`config.mk`:
```
export PLATFORM = sky130hd
export DESIGN_NAME = rom_port_arbiter
export DESIGN_NICKNAME = d
export VERILOG_FILES = /design/src/rtl/rom_port_arbiter_pkg.sv /design/src/rtl/rom_rr_arbiter2.sv /design/src/rtl/rom_port_arbiter.sv
export SDC_FILE = /design/constraint.sdc
export NUM_CORES = 1
export LEC_CHECK = 0
export BUFFER_PORTS_ARGS = -buffer_cell sky130_fd_sc_hd__buf_2
export CAP_MARGIN = 20
export CORE_ASPECT_RATIO = 1.1
export CORE_MARGIN = 8
export CORE_UTILIZATION = 35
export CTS_CLUSTER_DIAMETER = 50
export CTS_CLUSTER_SIZE = 30
export DETAILED_ROUTE_END_ITERATION = 8
export PLACE_DENSITY = 0.85
export SYNTH_ARGS = -nofsm -noshare
export SYNTH_HDL_FRONTEND = slang
export SYNTH_SLANG_ARGS = --single-unit
```
`constraint.sdc`:
```
create_clock -name clk -period 1.6 [get_ports clk]
set_input_delay 0 -clock clk [delete_from_list [all_inputs] [get_ports clk]]
set_output_delay 0 -clock clk [all_outputs]
set_load 0.005 [all_outputs]
```
`src/rtl/rom_port_arbiter_pkg.sv`:
```
// rom_port_arbiter_pkg: shared state encodings, port IDs and the ROM address check
package rom_port_arbiter_pkg;
    typedef enum logic [1:0] {ST_IDLE, ST_ISSUE, ST_RESP} state_t;
    typedef enum logic {PORT_IF = 1'b0, PORT_LD = 1'b1} port_t;
    localparam logic [31:0] DEFAULT_INIT_PC = 32'h0000_1000;
    // Offset compare wraps at 32 bits, so addresses below base are out of range
    function automatic logic rom_addr_err(input logic [31:0] addr, input logic [31:0] base, input logic [31:0] size);
        logic [31:0] off;
        off = addr - base;
        return (addr[1:0] != 2'b00) || (off >= size);
    endfunction
endpackage

```
`src/rtl/rom_rr_arbiter2.sv`:
```
// rom_rr_arbiter2: 2-way grant, round-robin or fixed LD-over-IF priority
module rom_rr_arbiter2
    import rom_port_arbiter_pkg::*;
#(
    parameter int RR_ARB = 1
) (
    input  logic  clk,
    input  logic  rst_n,
    input  logic  req_if,
    input  logic  req_ld,
    input  logic  accept,
    output logic  grant_valid,
    output port_t grant_port
);
    port_t ptr;
    always_comb begin
        grant_valid = req_if || req_ld;
        grant_port  = (req_if && req_ld) ? ((RR_ARB != 0) ? ptr : PORT_LD) : (req_ld ? PORT_LD : PORT_IF);
    end
    // ptr names the port preferred on the next contention
    always_ff @(posedge clk or negedge rst_n) begin
        if (!rst_n)
            ptr <= PORT_IF;
        else if (accept)
            ptr <= (grant_port == PORT_IF) ? PORT_LD : PORT_IF;
    end
endmodule

```
`src/rtl/rom_port_arbiter.sv`:
```
// rom_port_arbiter: shares one synchronous ROM between IF and LD requesters
// with valid/ready handshakes, address checking and IF flush.
module rom_port_arbiter
    import rom_port_arbiter_pkg::*;
#(
    parameter logic [31:0] INIT_PC   = DEFAULT_INIT_PC,
    parameter int          ROM_BYTES = 1024,
    parameter int          RR_ARB    = 1
) (
    input  logic        clk,
    input  logic        rst_n,
    input  logic        if_req_valid,
    output logic        if_req_ready,
    input  logic [31:0] if_req_addr,
    output logic        if_resp_valid,
    input  logic        if_resp_ready,
    output logic [31:0] if_resp_data,
    output logic        if_resp_err,
    input  logic        if_flush,
    input  logic        ld_req_valid,
    output logic        ld_req_ready,
    input  logic [31:0] ld_req_addr,
    output logic        ld_resp_valid,
    input  logic        ld_resp_ready,
    output logic [31:0] ld_resp_data,
    output logic        ld_resp_err,
    output logic        rom_en,
    output logic [3:0]  rom_write_en,
    output logic [31:0] rom_addr,
    output logic [31:0] rom_write_data,
    input  logic [31:0] rom_read_data
);
    state_t      state, state_nx;
    port_t       owner, grant_port;
    logic        err_q, grant_valid, accept, req_err, resp_done, arb_open, owner_if;
    logic [31:0] hold, grant_addr;

    rom_rr_arbiter2 #(.RR_ARB(RR_ARB)) u_arb (
        .clk        (clk),
        .rst_n      (rst_n),
        .req_if     (if_req_valid && !if_flush),
        .req_ld     (ld_req_valid),
        .accept     (accept),
        .grant_valid(grant_valid),
        .grant_port (grant_port)
    );

    always_comb begin
        owner_if       = (owner == PORT_IF);
        resp_done      = (state == ST_RESP) && (owner_if ? (if_resp_ready && !if_flush) : ld_resp_ready);
        arb_open       = rst_n && ((state == ST_IDLE) || resp_done);
        accept         = arb_open && grant_valid;
        grant_addr     = (grant_port == PORT_LD) ? ld_req_addr : if_req_addr;
        req_err        = rom_addr_err(grant_addr, INIT_PC, 32'(ROM_BYTES));
        if_req_ready   = accept && (grant_port == PORT_IF);
        ld_req_ready   = accept && (grant_port == PORT_LD);
        rom_en         = accept && !req_err;
        rom_addr       = rom_en ? grant_addr : 32'h0;
        rom_write_en   = 4'h0;
        rom_write_data = 32'h0;
        if_resp_valid  = (state == ST_RESP) && owner_if;
        ld_resp_valid  = (state == ST_RESP) && !owner_if;
        if_resp_data   = if_resp_valid ? hold : 32'h0;
        ld_resp_data   = ld_resp_valid ? hold : 32'h0;
        if_resp_err    = if_resp_valid && err_q;
        ld_resp_err    = ld_resp_valid && err_q;
    end

    // A flush of an IF-owned transaction abandons it without a response
    always_comb begin
        state_nx = state;
        unique case (state)
            ST_IDLE:  state_nx = accept ? ST_ISSUE : ST_IDLE;
            ST_ISSUE: state_nx = (owner_if && if_flush) ? ST_IDLE : ST_RESP;
            ST_RESP:  state_nx = accept ? ST_ISSUE : ((resp_done || (owner_if && if_flush)) ? ST_IDLE : ST_RESP);
            default:  state_nx = ST_IDLE;
        endcase
    end

    always_ff @(posedge clk or negedge rst_n) begin
        if (!rst_n) begin
            state <= ST_IDLE;
            owner <= PORT_IF;
            err_q <= 1'b0;
            hold  <= 32'h0;
        end else begin
            state <= state_nx;
            if (accept) begin
                owner <= grant_port;
                err_q <= req_err;
            end
            if (state == ST_ISSUE)
                hold <= err_q ? 32'h0 : rom_read_data;
        end
    end
endmodule
```
==> implementation parameters, run 1 <==
Parameter                              Value

Layout
  Number of fill cells in the layout    624
  Register cell area after layout    926 sq um
  Final standard cell utilization of the core    61.9%
  Non-filler instance count after layout    691
  Fin nets    684
  Layout overhead on the synthesized area    73.9%
  Multi-input logic area    1740 sq um
  Fraction of final layout cells sized beyond drive strength 1    48.6%

CTS
  Clock network latency to the later pin of the worst-skew pair    0.29 ns
  Clk sink count    37
  # H-tree levels    2
  Root buffer cell    sky130_fd_sc_hd__clkbuf_8
  Worst-case clock buffer depth    2
  Clock tree from TritonCTS    built
  Clock-pin slew on the worst setup and hold paths    0.08 ns
  Number of buffers created by CTS    5

Status
  Violated checks    negative setup slack
  Run status    finished, violations left

Floorplan
  Starting density of the core    35.6%
  Ports    242
  Cell row count    34
  Floorplan die height    109 um
  Chip Width    101 um
  Core outline area    7780 sq um
  Total die area    11000 sq um

Timing
  Sum of negative setup slack    -8.13 ns
  Layout Skew    0.00443 ns
  Number of failing hold endpoints at the final stage    0
  Smallest setup slack after layout    -0.588 ns
  Tightest hold margin    0.0184 ns
  Peak clock frequency supported by timing    0.457 GHz
  RSZ-0062 raised after global routing    yes
  Final-report max-slew violation count    0
  Shortest period the worst path allows    2.19 ns
  Final setup violating endpoints    45
  Post-route fraction of the period consumed by the critical path    137%

Critical path
  Endpoint kind of the worst setup timing path    output pin
  Required arrival time at the worst endpoint    1.60 ns
  Worst-path cell chain    or3b_4, a211o_1, a211o_1, o211ai_1, clkbuf_16, nor2_1, buf_2
  Max incr delay on CP    0.42 ns
  Max FO, Critical Path    11
  Crit path buf inv count    2
  Crit path DAT    2.19 ns
  Critical path's slowest cell    sky130_fd_sc_hd__or3b_4
  Category of the worst setup path launch point    flip-flop
  WS Path Type    reg2out
  Most repeated library cell on the critical path    sky130_fd_sc_hd__a211o_1
  Top Family by Delay on Critical Path    compound AO/OA/AOI/OAI gates

Global route
  Initial antenna violation count    1
  Largest net degree at the start of global routing    62
  GR Util All Layers    17.3%
  Met1 global-route usage    18.0%
  Grt peak-use layer    met2
  M2 GR Usage    32.4%
  Vias in the first global route    3162
  GRT met3 Usage    4.88%
  Wire length of the first global-routing pass    15.3 mm
  GRT Residual Overflow    0

Flow run
  Max-capacitance violation count    0

Synth
  Most repeated cell in the gate-level netlist after synthesis    sky130_fd_sc_hd__nand2_1
  Fraction of synthesized cell area in xor and xnor cells    0%
  Fraction of synthesized cell area taken by the top area cell type    33.4%
  Number of synthesized register bits    37
  Top post-synthesis cells by count    sky130_fd_sc_hd__nand2_1, sky130_fd_sc_hd__and2_1, sky130_fd_sc_hd__buf_4
  Leading cell types by total area after synthesis    sky130_fd_sc_hd__dfrtp_1, sky130_fd_sc_hd__buf_4, sky130_fd_sc_hd__and2_1, sky130_fd_sc_hd__nand2_1, sky130_fd_sc_hd__o21ai_0
  Synth Cell Area    2770 sq um
  Unique cell type count in the Yosys netlist    35
  Basic-gate share of the synthesized area counting and, or, nand and nor cells    33.8%
  Synth Area in Compound Gates    10.1%
  Gate Count Post-Synth    352
  Count of flip-flops with a built-in enable after synthesis    0
  Share of synthesized cell area in full adder, half adder and majority cells    0%
  Primary FF master, synth    sky130_fd_sc_hd__dfrtp_1
  Library cell occupying the most area in the post-synthesis netlist    sky130_fd_sc_hd__dfrtp_1
  Mux contribution to synthesized area    2.89%
  Post-Synthesis Mean Instance Area    7.87 sq um
  Dominant combinational cell family by area after synthesis    simple AND/OR/NAND/NOR gates
  Sequential element share of the synthesized area    33.4%
  Share of synthesized registers carrying an async set or reset    100%
  Yosys Warn Count    0

Power and ir drop
  Power per Cell Area    610 nW/um^2
  Max IR drop VDD    0.000387 V
  Post-layout power    0.00294 W
  Static Leak    2.49 nW

Place
  Placed wire-length estimate after detailed placement    7.59 mm
  Quantity of I/O buffers inserted on ports    182
  Number of placed cells counting well taps    637
  Gpl congestion    0.815

Detailed routing
  Via density per instance    4.54
  Final wirelength    11.9 mm
  Residual antenna-violating net count after detailed routing    0
  Violation count after the first detailed-routing iteration    154
  Number of search-and-repair iterations in the first detailed-routing pass    4
  Overall via count from detail_route    3139
  Number of remaining DRC errors    0
  Per-cell routed wire length    17.2 um

Worst hold path
  Min-delay worst type    in2reg
[power by group]
group          total (W)  switching [W]  internal, W
registers       0.000991      0.0000299     0.000961
clock network   0.000988       0.000360     0.000628
logic           0.000960       0.000493     0.000468
[cell families after synthesis]
logic type / Yosys count
multiplexers: 8
flip-flops: 37
buffers and inverters: 83
AO/OA/AOI/OAI: 48
AND/OR/NAND/NOR: 175
other: 1
[registers in the layout (all words and copies together) (netlist names)]
name       cells
err_q          1
owner          1
hold          32
u_arb.ptr      1
state          2
[through the flow]
step / instance area [sq um] / setup slack, ns
floorplan: 3000 / -0.0334
global placement: 3690 / -0.237
detailed placement: 3690 / -0.269
global route: 4820 / -0.676
finish: 4820 / -0.588
CTS: 4200 / -0.556
[timing repair]
item                                    4_1_cts  5_1_grt
endpoints found under the setup margin       28       62
hold endpoints to repair                     68        0
hold buffers                                 32        0
resized for setup                            10      100
setup buffers                                 1        6
pin swaps                                     2       33
gates cloned                                  0        6
[area by class of cell]
type,instances,share of cell area (%)
Tap cell,108,2.81
Inverter,5,0.442
Timing Repair Buffer,242,38.5
Antenna cell,1,0.0519
Clock inverter,3,1.43
Sequential cell,37,19.2
Multi-Input combinational cell,290,36.1
Clock buffer,5,1.43
[path summary, 6_finish.rpt]
check / startpoint / endpoint / slack (ns) / cells past startpoint
min in group asynchronous: rst_n / hold[12] / 0.40 / 3
worst max register to register: u_arb.ptr / err_q / -0.34 / 6
worst min-delay path: rom_read_data[0] / hold[0] / 0.02 / 3
worst min register to register: hold[10] / hold[10] / 0.51 / 2
worst max-delay path: u_arb.ptr / rom_addr[12] / -0.59 / 7
max in group asynchronous: rst_n / hold[25] / 0.85 / 3
[layout by cell type (no fill, tap or decap), drive strengths merged, types with 3 or more instances in the layout]
| master | synthesis | layout |
|---|---|---|
| o21ai | 35 | 35 |
| dlygate4sd3 | 0 | 32 |
| clkbuf | 16 | 10 |
| inv | 4 | 5 |
| conb | 1 | 59 |
| nor2 | 8 | 8 |
| a21o | 3 | 3 |
| nand2 | 69 | 69 |
| buf | 62 | 205 |
| mux2i | 8 | 8 |
| nor4 | 8 | 8 |
| and2 | 65 | 65 |
| nor3 | 12 | 12 |
| dfrtp | 37 | 37 |
[metal layers]
layer	part of all wire [%]	wire [um]
met5	0	0
met4	2.7	316
met3	6.6	781
met2	53	6290
met1	38	4470
[tightest hold or removal path, delay by kind of cell]
| kind | cells | cell delay, ns |
|---|---|---|
| buffers and inverters | 1 | 0.10 |
| AO/OA/AOI/OAI | 1 | 0.09 |
| AND/OR/NAND/NOR | 1 | 0.06 |
Note: power is estimated with default switching activity, not from simulation.
==> run 2: changes to the inputs <==
--- a/config.mk
+++ b/config.mk
@@ -14,6 +14,7 @@
 export CTS_CLUSTER_SIZE = 30
 export DETAILED_ROUTE_END_ITERATION = 8
 export PLACE_DENSITY = 0.85
+export SETUP_SLACK_MARGIN = 0.05
 export SYNTH_ARGS = -nofsm -noshare
 export SYNTH_HDL_FRONTEND = slang
 export SYNTH_SLANG_ARGS = --single-unit
==> implementation parameters, run 2 (same netlist as run 1, synthesis figures left out) <==
Parameter                              Value

Critical path
  Category of the worst setup path launch point    flip-flop
  Worst-path cell chain    or3b_4, a211o_1, a211o_1, o211ai_1, clkbuf_16, nor2_1, buf_2
  Crit path DAT    2.19 ns (about the same)
  Required arrival time at the worst endpoint    1.60 ns (about the same)
  Endpoint kind of the worst setup timing path    output pin
  WS Path Type    reg2out
  Max FO, Critical Path    11 (unchanged)
  Max incr delay on CP    0.42 ns (about the same)
  Most repeated library cell on the critical path    sky130_fd_sc_hd__a211o_1
  Critical path's slowest cell    sky130_fd_sc_hd__or3b_4

CTS
  Clock tree from TritonCTS    built
  Clk sink count    37 (unchanged)
  # H-tree levels    2 (unchanged)
  Clock network latency to the later pin of the worst-skew pair    0.29 ns (about the same)
  Root buffer cell    sky130_fd_sc_hd__clkbuf_8
  Worst-case clock buffer depth    2 (unchanged)
  Number of buffers created by CTS    5 (unchanged)
  Clock-pin slew on the worst setup and hold paths    0.08 ns (about the same)

Place
  Number of placed cells counting well taps    637 (unchanged)
  Gpl congestion    0.815 (unchanged)
  Placed wire-length estimate after detailed placement    7.59 mm (unchanged)
  Quantity of I/O buffers inserted on ports    182 (unchanged)
  Standard cell area after detailed placement    3690 sq um (unchanged)
  Worst slack, placed    -0.269 ns (unchanged)

Timing
  Post-route fraction of the period consumed by the critical path    137% (about the same)
  Smallest setup slack after layout    -0.590 ns (-0.00143 ns)
  Number of failing hold endpoints at the final stage    0 (unchanged)
  Final setup violating endpoints    43 (-4.4%)
  Peak clock frequency supported by timing    0.457 GHz (about the same)
  Final-report max-slew violation count    0 (unchanged)
  Shortest period the worst path allows    2.19 ns (+0.00143 ns)
  RSZ-0062 raised after global routing    yes
  Layout Skew    0.00518 ns (+0.000744 ns)

Status
  Violated checks    negative setup slack
  Run status    finished, violations left

Power and ir drop
  Power per Cell Area    618 nW/um^2 (+1.2%)
  Share of total power in sequential cells    35.0% (+1.3 points)
  Net switching fraction of the power    29.4% (-0.59 points)
  Static Leak    2.42 nW (-2.7%)
  Cell internal power dissipation    0.00200 W (-2.7%)
  Switching Power    0.000835 W (-5.4%)
  Max IR drop VDD    0.000370 V (-4.4%)
  Portion of total power attributed to combinational logic    30.4% (-2.3 points)
  Part of the power in the clock network    34.6% (+1.0 points)

Global route
  GRT Residual Overflow    0 (unchanged)
  Vias in the first global route    3176 (+0.44%)
  Largest net degree at the start of global routing    62 (unchanged)
  Wire length of the first global-routing pass    15.5 mm (+0.77%)
  GR Util All Layers    17.4% (+0.15 points)
  Initial antenna violation count    1 (unchanged)

Floorplan
  Total die area    11000 sq um (unchanged)
  Starting density of the core    35.6% (unchanged)
  Core outline area    7780 sq um (unchanged)
  Chip Width    101 um (unchanged)
  Floorplan die height    109 um (unchanged)
  Ports    242 (unchanged)
  Cell row count    34 (unchanged)

Detailed routing
  Number of search-and-repair iterations in the first detailed-routing pass    4 (unchanged)
  Final wirelength    11.2 mm (-6.0%)
  Residual antenna-violating net count after detailed routing    0 (unchanged)
  Number of remaining DRC errors    0 (unchanged)
  Via density per instance    4.43 (-2.4%)
  Per-cell routed wire length    16.2 um (-5.6%)
  Overall via count from detail_route    3049 (-2.9%)
  Violation count after the first detailed-routing iteration    171 (+11%)

Layout
  Non-filler instance count after layout    688 (-0.43%)
  Registers with the highest flip-flop counts    hold (32), state (2)
  Final design instance area without fill    4590 sq um (-4.7%)
  Fraction of final layout cells sized beyond drive strength 1    45.3% (-3.4 points)
  Layout overhead on the synthesized area    65.7%
  Largest register by flop count    hold
  Number of flip-flops in the largest register    32 (unchanged)
  Most common library cell in the layout ignoring fill and taps    sky130_fd_sc_hd__buf_2
  Fin nets    681 (-0.44%)
  Leading cell types in the layout, fill and taps excluded    sky130_fd_sc_hd__buf_2, sky130_fd_sc_hd__nand2_1, sky130_fd_sc_hd__conb_1, sky130_fd_sc_hd__and2_1, sky130_fd_sc_hd__dfrtp_1

Worst hold path
  Min-delay worst type    in2reg

Flow run
  Max-capacitance violation count    0 (unchanged)
==> run 2: changes by cell type in the layout (fill, tap and decap cells not counted) <==
cell / delta
sky130_fd_sc_hd__and2_4: -18
sky130_fd_sc_hd__buf_6: -19
sky130_fd_sc_hd__buf_12: -1
sky130_fd_sc_hd__buf_4: +3
sky130_fd_sc_hd__clkbuf_16: -2
sky130_fd_sc_hd__and2_1: +18
sky130_fd_sc_hd__buf_2: +16
==> run 2: routing by layer <==
| layer | up-vias | part of all wire, % | track usage (%) | routed length [um] |
|---|---|---|---|---|
| met1 | 1406 | 38 | 18.3 | 4290 |
| met4 | 0 | 1.8 | 5.19 | 205 |
| met5 | - | 0 | 0 | 0 |
| met2 | 152 | 53 | 33.0 | 5910 |
| li1 | 1477 | - | - | - |
| met3 | 14 | 6.7 | 4.81 | 751 |
==> run 2: power groups by stage <==
stage	Combinational, W	Sequential, W	Clock, W
floorplan	0.000368	0.000998	0
global placement	0.000568	0.000994	0
detailed placement	0.000581	0.000996	0
CTS	0.000704	0.000980	0.00102
global route	0.000930	0.000995	0.00105
finish	0.000862	0.000992	0.000982
==> run 2: metrics by stage <==
| step | power (W) | util [%] | setup TNS, ns | hold WS (ns) |
|---|---|---|---|---|
| detailed placement | 0.00158 | 47.4 | -2.82 | 0.175 |
| global route | 0.00297 | 59.0 | -11.58 | 0.0312 |
| CTS | 0.00270 | 54.4 | -5.77 | 0.00576 |
| floorplan | 0.00137 | - | -0.306 | -0.296 |
| finish | 0.00284 | 59.0 | -8.39 | 0.0212 |
| global placement | 0.00156 | 47.4 | -2.39 | 0.165 |
==> run 2: worst max-delay path, delay by kind of cell (launching register included) <==
kind	cells	cell delay [ns]
AO/OA/AOI/OAI	3	0.69
buffers and inverters	2	0.36
flip-flops	1	0.38
AND/OR/NAND/NOR	2	0.47
==> run 2: timing repair <==
item / 4_1_cts / 5_1_grt
endpoints found under the setup margin: 73 / 74
gates cloned: 0 / 3
setup buffers: 3 / 4
pin swaps: 4 / 24
gates resized for setup: 13 / 61
hold endpoints to repair: 68 / 0
hold buffers: 32 / 0
==> run 2: final timing paths <==
check,from,slack (ns),to,depth (start not counted)
max,u_arb.ptr,-0.59,rom_addr[12],7
min,rom_read_data[0],0.02,hold[0],3
max reg2reg,u_arb.ptr,-0.35,err_q,6
min reg2reg,hold[10],0.50,hold[10],2
max in group asynchronous,rst_n,0.85,hold[25],3
min in group asynchronous,rst_n,0.41,hold[12],3
==> run 2: cell type report <==
type	instances	area, sq um
fillers	665	3190
multi-input cells	290	1690
repair buffers	239	1670
flip-flops and latches	37	926
well taps	108	135
clock buffers	5	68.8
clock inverters	3	68.8
inverters	5	21.3
diodes	1	2.50
